$ cat src/rtl/icache.sv
// rtl/icache.sv - direct-mapped read-only instruction cache, 8 sets x 128-bit lines
// Zero-wait hits in IDLE; a miss captures the line address and holds it through FILL.
module icache (
  input  logic         clk,
  input  logic         rst,
  input  logic         imem_read,
  input  logic [15:0]  imem_address,
  output logic         imem_resp,
  output logic [15:0]  imem_rdata,
  output logic         pmem_read,
  output logic [15:0]  pmem_address,
  input  logic         pmem_resp,
  input  logic [127:0] pmem_rdata
);

  typedef enum logic {IDLE, FILL} state_t;

  state_t       state, state_next;
  logic [7:0]   valid;
  logic [8:0]   tag_array  [8];
  logic [127:0] line_array [8];
  logic [15:0]  fill_address;

  logic [2:0]   offset;
  logic [2:0]   index;
  logic [8:0]   tag;
  logic         hit;
  logic         start_fill;
  logic         install;
  logic         unused_addr_lsb;

  assign offset          = imem_address[3:1];
  assign index           = imem_address[6:4];
  assign tag             = imem_address[15:7];
  assign unused_addr_lsb = imem_address[0];

  assign hit        = imem_read & valid[index] & (tag_array[index] == tag);
  assign start_fill = (state == IDLE) & imem_read & ~hit;
  assign install    = (state == FILL) & pmem_resp;
  assign imem_rdata = line_array[index][{offset, 4'b0000} +: 16];

  always_ff @(posedge clk or posedge rst) begin
    if (rst) begin
      state <= IDLE;
    end else begin
      state <= state_next;
    end
  end

  always_comb begin
    state_next = state;
    case (state)
      IDLE:    if (imem_read && !hit) state_next = FILL;
      FILL:    if (pmem_resp)         state_next = IDLE;
      default: state_next = IDLE;
    endcase
  end

  always_comb begin
    imem_resp    = 1'b0;
    pmem_read    = 1'b0;
    pmem_address = fill_address;
    case (state)
      IDLE:    imem_resp = hit;
      FILL:    pmem_read = 1'b1;
      default: ;
    endcase
  end

  always_ff @(posedge clk or posedge rst) begin
    if (rst) begin
      valid        <= '0;
      fill_address <= '0;
    end else begin
      if (start_fill) fill_address <= {tag, index, 4'b0000};
      if (install)    valid[fill_address[6:4]] <= 1'b1;
    end
  end

  // Tag and data storage carry no reset; the valid bits alone gate hits.
  always_ff @(posedge clk) begin
    if (install) begin
      tag_array[fill_address[6:4]]  <= fill_address[15:7];
      line_array[fill_address[6:4]] <= pmem_rdata;
    end
  end

endmodule

$ cat config.mk
export PLATFORM = sky130hd
export DESIGN_NAME = icache
export DESIGN_NICKNAME = d
export VERILOG_FILES = /design/src/rtl/icache.sv
export SDC_FILE = /design/constraint.sdc
export NUM_CORES = 1
export LEC_CHECK = 0
export ABC_AREA = 1
export BUFFER_PORTS_ARGS = -buffer_cell sky130_fd_sc_hd__buf_2
export CELL_PAD_IN_SITES_DETAIL_PLACEMENT = 0
export CELL_PAD_IN_SITES_GLOBAL_PLACEMENT = 2
export CORE_ASPECT_RATIO = 1.75
export CORE_MARGIN = 8
export CORE_UTILIZATION = 48
export CTS_BUF_LIST = sky130_fd_sc_hd__clkbuf_8
export DETAILED_ROUTE_END_ITERATION = 8
export GPL_ROUTABILITY_DRIVEN = 0
export PLACE_DENSITY_LB_ADDON = 0.12
export SLEW_MARGIN = 40
export SYNTH_ARGS = -nofsm -noshare
export SYNTH_HDL_FRONTEND = slang
export SYNTH_SLANG_ARGS = --single-unit
$ cat constraint.sdc
create_clock -name clk -period 17.6 [get_ports clk]
set_input_delay 0.88 -clock clk [delete_from_list [all_inputs] [get_ports clk]]
set_output_delay 0.88 -clock clk [all_outputs]
set_load 0.005 [all_outputs]
==> results.json, run 1 <==
{
  "drt_wl_total_mm": 125,
  "drc": 0,
  "r2r-start": "state$_DFF_PP0_",
  "grt_usage_pct": 23.9,
  "drt_iter0_drc": 2415,
  "slew_headroom_pct": 42.6,
  "dpl.hpwl_mm": 66.9,
  "crit_slowest_cell": "buf_6",
  "clkTransAtPathRegs_ns": 0.07,
  "finalCritPeriodShare_pct": 30.3,
  "intPower_mw": 4.20,
  "fin_ws_ns": 12.27,
  "rsz0062_at_grt": "no",
  "synth.area.top_cells": "edfxtp_1 74%, o21ai_0 6.7%, nor2_1 5.1%",
  "irDropWorstVdd_mv": 0.0674,
  "pin_count": 182,
  "synthTopCellsByCount": "1,096 x edfxtp_1, 601 x nor2_1, 594 x o21ai_0, 372 x nand2_1, 256 x o22ai_1",
  "antenna_found_initial": 38,
  "hold_ws_ns": 0.0561,
  "core_mm2": 0.0916,
  "vias_per_cell": 5.77,
  "synth-async-reset-ratio_pct": 1.88,
  "avgSynthCellArea_um2": 12.7,
  "ant_nets": 0,
  "fp.dieW_um": 246,
  "finalCriticalPeriod_ns": 5.33,
  "vias": 28800,
  "post_cts.repair.setup_buffers": 0,
  "finalNetCount": 3792,
  "synth_top_area_share_pct": 74.2,
  "clock_sinks": 1117,
  "cts-root-buf": "clkbuf_8",
  "synthCells": 3498,
  "port-buffer-count": 176,
  "p_clk_share_pct": 36.8,
  "clk_latency_ns": 0.83,
  "drive_gt1_share_pct": 12.3,
  "fin_setup_tns_ns": 0,
  "grt_first_pass_wirelength_mm": 183,
  "crit-reg2reg-capture": "line_array[5][42]$_DFFE_PP_",
  "worst_slew_pin_slew_ns": 0.861,
  "grt_max_degree": 218,
  "finalInstanceArea_mm2": 0.0495,
  "hold_viol_final": 0,
  "grt_overflow": 0,
  "grt_pass1_vias": 28400,
  "cts_tree": "built",
  "end_kind": "output port",
  "final-setup-viol-count": 0,
  "yosys_register_bits": 1117,
  "slowest_delay_ns": 0.68,
  "wl_per_cell_um": 25.0,
  "die_h_um": 418,
  "synth_ff_type": "edfxtp_1",
  "dp_slack_ns": 12.02,
  "fmax_mhz": 188,
  "p_sw_share_pct": 23.9,
  "htree_levels": 4,
  "regToRegSetupSlack_ns": 14.50,
  "switchingPower_mw": 1.32,
  "path_max_fanout": 153,
  "yosysUniqueCellTypes": 27,
  "p_leak_nw": 17.0,
  "worstPathArrival_ns": 4.45,
  "cp.required_ns": 16.72,
  "status": "finished, final reports clean",
  "critPathLaunchType": "primary input",
  "yosysTopAreaCell": "edfxtp_1",
  "firstDrtPassIters": 6,
  "cts_resized": 0,
  "pwr-share-comb_pct": 7.7,
  "rows": 147,
  "cts_made_buffers": 159,
  "crit_type": "in -> out",
  "crit_top_cell": "nand2_1",
  "cts_max_path_buffers": 3,
  "cap_violations": 0,
  "finalClockSkew_ns": 0.0243,
  "finalMaxSlewViolations": 0,
  "start_util_pct": 48.4,
  "path_cells": "buf_8 > inv_16 > buf_16 > buf_6 > o21ai_0 > o22ai_1 > nand2_1 > nand2_1 > a21oi_1 > o21ai_1 > nand3_1 > nand2_1 > buf_2",
  "synth_area_mm2": 0.0443,
  "synth.most_common_cell": "edfxtp_1",
  "yosysSeqAreaShare_pct": 75.4,
  "synth_edf_count": 1096,
  "powerDensity_mw_per_mm2": 111,
  "hold_buffers": 0,
  "seqPwrFrac_pct": 55.5,
  "area_delta_synth_final_pct": 11.6,
  "min_path_type": "in -> async",
  "place_area_mm2": 0.0462,
  "r2r_cells": 5,
  "yosys_warnings": 0,
  "dieArea_mm2": 0.103
}
[placed cells by master, fill, tap and decap left out, types with 57 or more instances in the layout]
cell type / n
a21oi_1: 63
buf_2: 173
clkbuf_8: 172
edfxtp_1: 1096
inv_1: 107
nand2_1: 372
nand3_1: 97
nor2_1: 593
o21ai_0: 593
o21ai_1: 57
o22ai_1: 256
[metal layers]
layer	share of wire, %	track usage (%)
met1	41	30.7
met2	49	39.4
met3	6.9	5.22
met4	3.3	9.24
met5	0.13	0
[worst max-delay path, delay by kind of cell]
family	cells	cell delay [ns]
AO/OA/AOI/OAI	4	0.83
AND/OR/NAND/NOR	4	0.66
buffers and inverters	5	1.72
[cell families after synthesis]
| group | share of synthesized area [%] |
|---|---|
| AO/OA/AOI/OAI | 11.8 |
| other | 0.00846 |
| AND/OR/NAND/NOR | 9.55 |
| buffers and inverters | 3.27 |
| flip-flops | 75.4 |
[through the flow]
step / cells / total power, mW / utilization, %
finish: 4983 / 5.52 / 54.0
global route: 4968 / 5.72 / 54.0
CTS: 4961 / 5.57 / 53.9
detailed placement: 4673 / 3.55 / 50.5
global placement: 4669 / 3.53 / 50.3
floorplan: 3501 / 3.36 / -
[power groups by stage]
stage	registers (mW)	logic, mW	clock network [mW]
floorplan	3.13	0.232	0
global placement	3.11	0.418	0
detailed placement	3.12	0.429	0
CTS	3.06	0.430	2.08
global route	3.07	0.466	2.19
finish	3.06	0.426	2.03
[cell type report]
class	instances	area [µm²]
repair buffers	226	1500
clock inverters	116	783
inverters	80	330
fillers	7691	42100
flip-flops and latches	1117	33400
multi-input cells	2060	9530
clock buffers	172	2370
well taps	1192	1490
diodes	20	50.0
[worst max-delay path by stage]
stage | startpoint | to | slack [ns] | depth (start not counted)
final | imem_address[4] | imem_rdata[12] | 12.27 | 13
after global routing | imem_address[5] | imem_rdata[5] | 12.15 | 10
after global placement | imem_address[5] | imem_rdata[5] | 11.93 | 10
after floorplan | pmem_resp | line_array[0][0]$_DFFE_PP_ | 10.18 | 2
after detailed placement | imem_address[4] | imem_rdata[13] | 12.02 | 13
after CTS | imem_address[4] | imem_rdata[13] | 12.02 | 13
[state kept, by name (all words and copies together) (netlist names)]
register	cells
pmem_address	12
line_array	1024
state	1
tag_array	72
valid	8
No activity file was read; power rests on OpenSTA's default activity.
==> run 2, diff against run 1 <==
--- a/config.mk
+++ b/config.mk
@@ -11,7 +11,7 @@
 export CELL_PAD_IN_SITES_GLOBAL_PLACEMENT = 2
 export CORE_ASPECT_RATIO = 1.75
 export CORE_MARGIN = 8
-export CORE_UTILIZATION = 48
+export CORE_UTILIZATION = 45
 export CTS_BUF_LIST = sky130_fd_sc_hd__clkbuf_8
 export DETAILED_ROUTE_END_ITERATION = 8
 export GPL_ROUTABILITY_DRIVEN = 0
==> constraint.sdc (replaced) <==
create_clock -name clk -period 5.1 [get_ports clk]
set_input_delay 0.255 -clock clk [delete_from_list [all_inputs] [get_ports clk]]
set_output_delay 0.255 -clock clk [all_outputs]
set_load 0.005 [all_outputs]
==> run 2 against run 1 <==
Effect of this change:
- register-to-register slack lost 12 ns
- first-iteration DRC count down 6.5%
- sequential cell count unchanged
- final cell count increased by 5.7%
- worst setup slack got worse by 11 ns
- sequential power grew to 3.5 times the previous value
- non-clock buffer count grew 181
- combinational power grew to 3.9 times the previous value
- critical endpoint unchanged
- highest routed layer unchanged
==> results.json, run 2 (synthesis results as in run 1) <==
{
  "p_leak_nw": 17.7,
  "hold_ws_ns": 0.202,
  "post_cts.repair.setup_buffers": 0,
  "min-delay-start": "pmem_rdata[80]",
  "cts_made_buffers": 161,
  "min_delay_path_depth": 2,
  "critPathLaunchType": "primary input",
  "area_delta_synth_final_pct": 15.9,
  "clk_latency_ns": 0.85,
  "grt_usage_pct": 23.2,
  "hold_viol_final": 0,
  "rows": 152,
  "drt_iter0_drc": 2258,
  "drt_wl_total_mm": 128,
  "finalMaxSlewViolations": 0,
  "fin_setup_tns_ns": 0,
  "dieArea_mm2": 0.109,
  "fmax_mhz": 236,
  "final_core_util_pct": 52.5,
  "powerDensity_mw_per_mm2": 369,
  "finalClockSkew_ns": 0.0191,
  "antenna_found_initial": 16,
  "irDropWorstVdd_mv": 0.266,
  "wl_per_cell_um": 24.3,
  "status": "finished, final reports clean",
  "rsz0062_at_grt": "no",
  "whs_endpoint": "line_array[6][80]$_DFFE_PP_",
  "end_kind": "output port",
  "finalNetCount": 3975,
  "finalCritPeriodShare_pct": 83.1,
  "mostFrequentLayoutCells": "1,096 x edfxtp_1, 593 x nor2_1, 593 x o21ai_0, 372 x nand2_1, 256 x o22ai_1",
  "core_mm2": 0.0979,
  "r2r_cells": 14,
  "power_mw": 19.0,
  "die_h_um": 431,
  "clkTransAtPathRegs_ns": 0.07,
  "dpl.hpwl_mm": 69.7,
  "ant_nets": 0,
  "path_max_fanout": 127,
  "multi_input_area_mm2": 0.00953,
  "fin_cells": 5265,
  "worst_slew_pin_slew_ns": 0.906,
  "htree_levels": 4,
  "drc": 0,
  "cap_violations": 0,
  "nFillCells": 8367,
  "hold_buffers": 167,
  "firstDrtPassIters": 6,
  "final-setup-viol-count": 0,
  "dp_cells": 4806,
  "vias": 29700,
  "finalCriticalPeriod_ns": 4.24,
  "final_common_cell": "edfxtp_1",
  "cp.required_ns": 4.85,
  "grt_max_degree": 161,
  "grt_util_met3_pct": 4.85,
  "fp.dieW_um": 253,
  "cts-root-buf": "clkbuf_8",
  "vias_per_cell": 5.64,
  "clock_sinks": 1117,
  "grt_overflow": 0,
  "grt_first_pass_wirelength_mm": 189,
  "grtUsageMet1_pct": 29.4,
  "slew_headroom_pct": 39.6,
  "cts_tree": "built",
  "r2r-start": "tag_array[3][2]$_DFFE_PP_",
  "start_util_pct": 45.3,
  "port-buffer-count": 176,
  "worstPathArrival_ns": 3.98,
  "grt_busiest_layer": "met2",
  "crit-reg2reg-capture": "pmem_address[7]$_DFFE_PP0P_",
  "grtUsageMet2_pct": 38.3,
  "grt_pass1_vias": 30100,
  "cts_resized": 0,
  "min_path_type": "in -> reg",
  "pin_count": 182,
  "cts_max_path_buffers": 3,
  "largest_register_ffs": 1024,
  "drive_gt1_share_pct": 11.7,
  "regToRegSetupSlack_ns": 2.16,
  "seq_area_mm2": 0.0334,
  "crit_type": "in -> out"
}
==> run 2: metrics by stage <==
| stage | area, µm² | worst slack, ns |
|---|---|---|
| global route | 51400 | 0.615 |
| CTS | 51400 | 0.840 |
| global placement | 46600 | 1.59 |
| floorplan | 44400 | -1.93 |
| finish | 51400 | 0.863 |
| detailed placement | 46700 | 1.45 |
==> run 2: area by class of cell <==
type                    count  area share [%]
diodes                      9          0.0438
clock buffers             171            4.58
clock inverters           112            1.26
inverters                  80           0.660
multi-input cells        2060            18.5
flip-flops and latches   1117            65.1
well taps                1309            3.19
repair buffers            407            6.64
==> run 2: metal layers <==
metal  vias to the layer above  wire, µm
li1                      13400         -
met1                     14900     52200
met5                         -        52
met4                         8      5590
met2                      1095     62100
met3                       265      8300
==> run 2: report_power, final <==
part / leakage, nW / internal (mW) / total [mW] / switching (mW)
logic: 5.88 / 0.491 / 1.65 / 1.16
clock network: 1.72 / 3.44 / 6.76 / 3.32
registers: 10.1 / 10.5 / 10.6 / 0.107
total: 17.7 / 14.4 / 19.0 / 4.59
==> run 2: critical path: stages <==
cell           delay, ns
dlygate4sd3_1       0.57
buf_8               0.24
inv_16              0.38
buf_16              0.41
buf_4               0.52
o21ai_0             0.15
o22ai_1             0.14
o21ai_0             0.11
o21ai_1             0.42
nand3_1             0.22
nand2_1             0.14
buf_2               0.12
==> run 2: how the worst max path moves through the flow <==
stage / start / end / slack [ns] / depth (start not counted)
global route: imem_address[4] / imem_rdata[11] / 0.61 / 14
global placement: imem_address[4] / imem_rdata[11] / 1.59 / 12
detailed placement: imem_address[4] / imem_rdata[11] / 1.45 / 13
finish: imem_address[4] / imem_rdata[12] / 0.86 / 12
floorplan: pmem_address[4]$_DFFE_PP0P_ / line_array[0][0]$_DFFE_PP_ / -1.93 / 2
CTS: imem_address[4] / imem_rdata[11] / 0.84 / 14
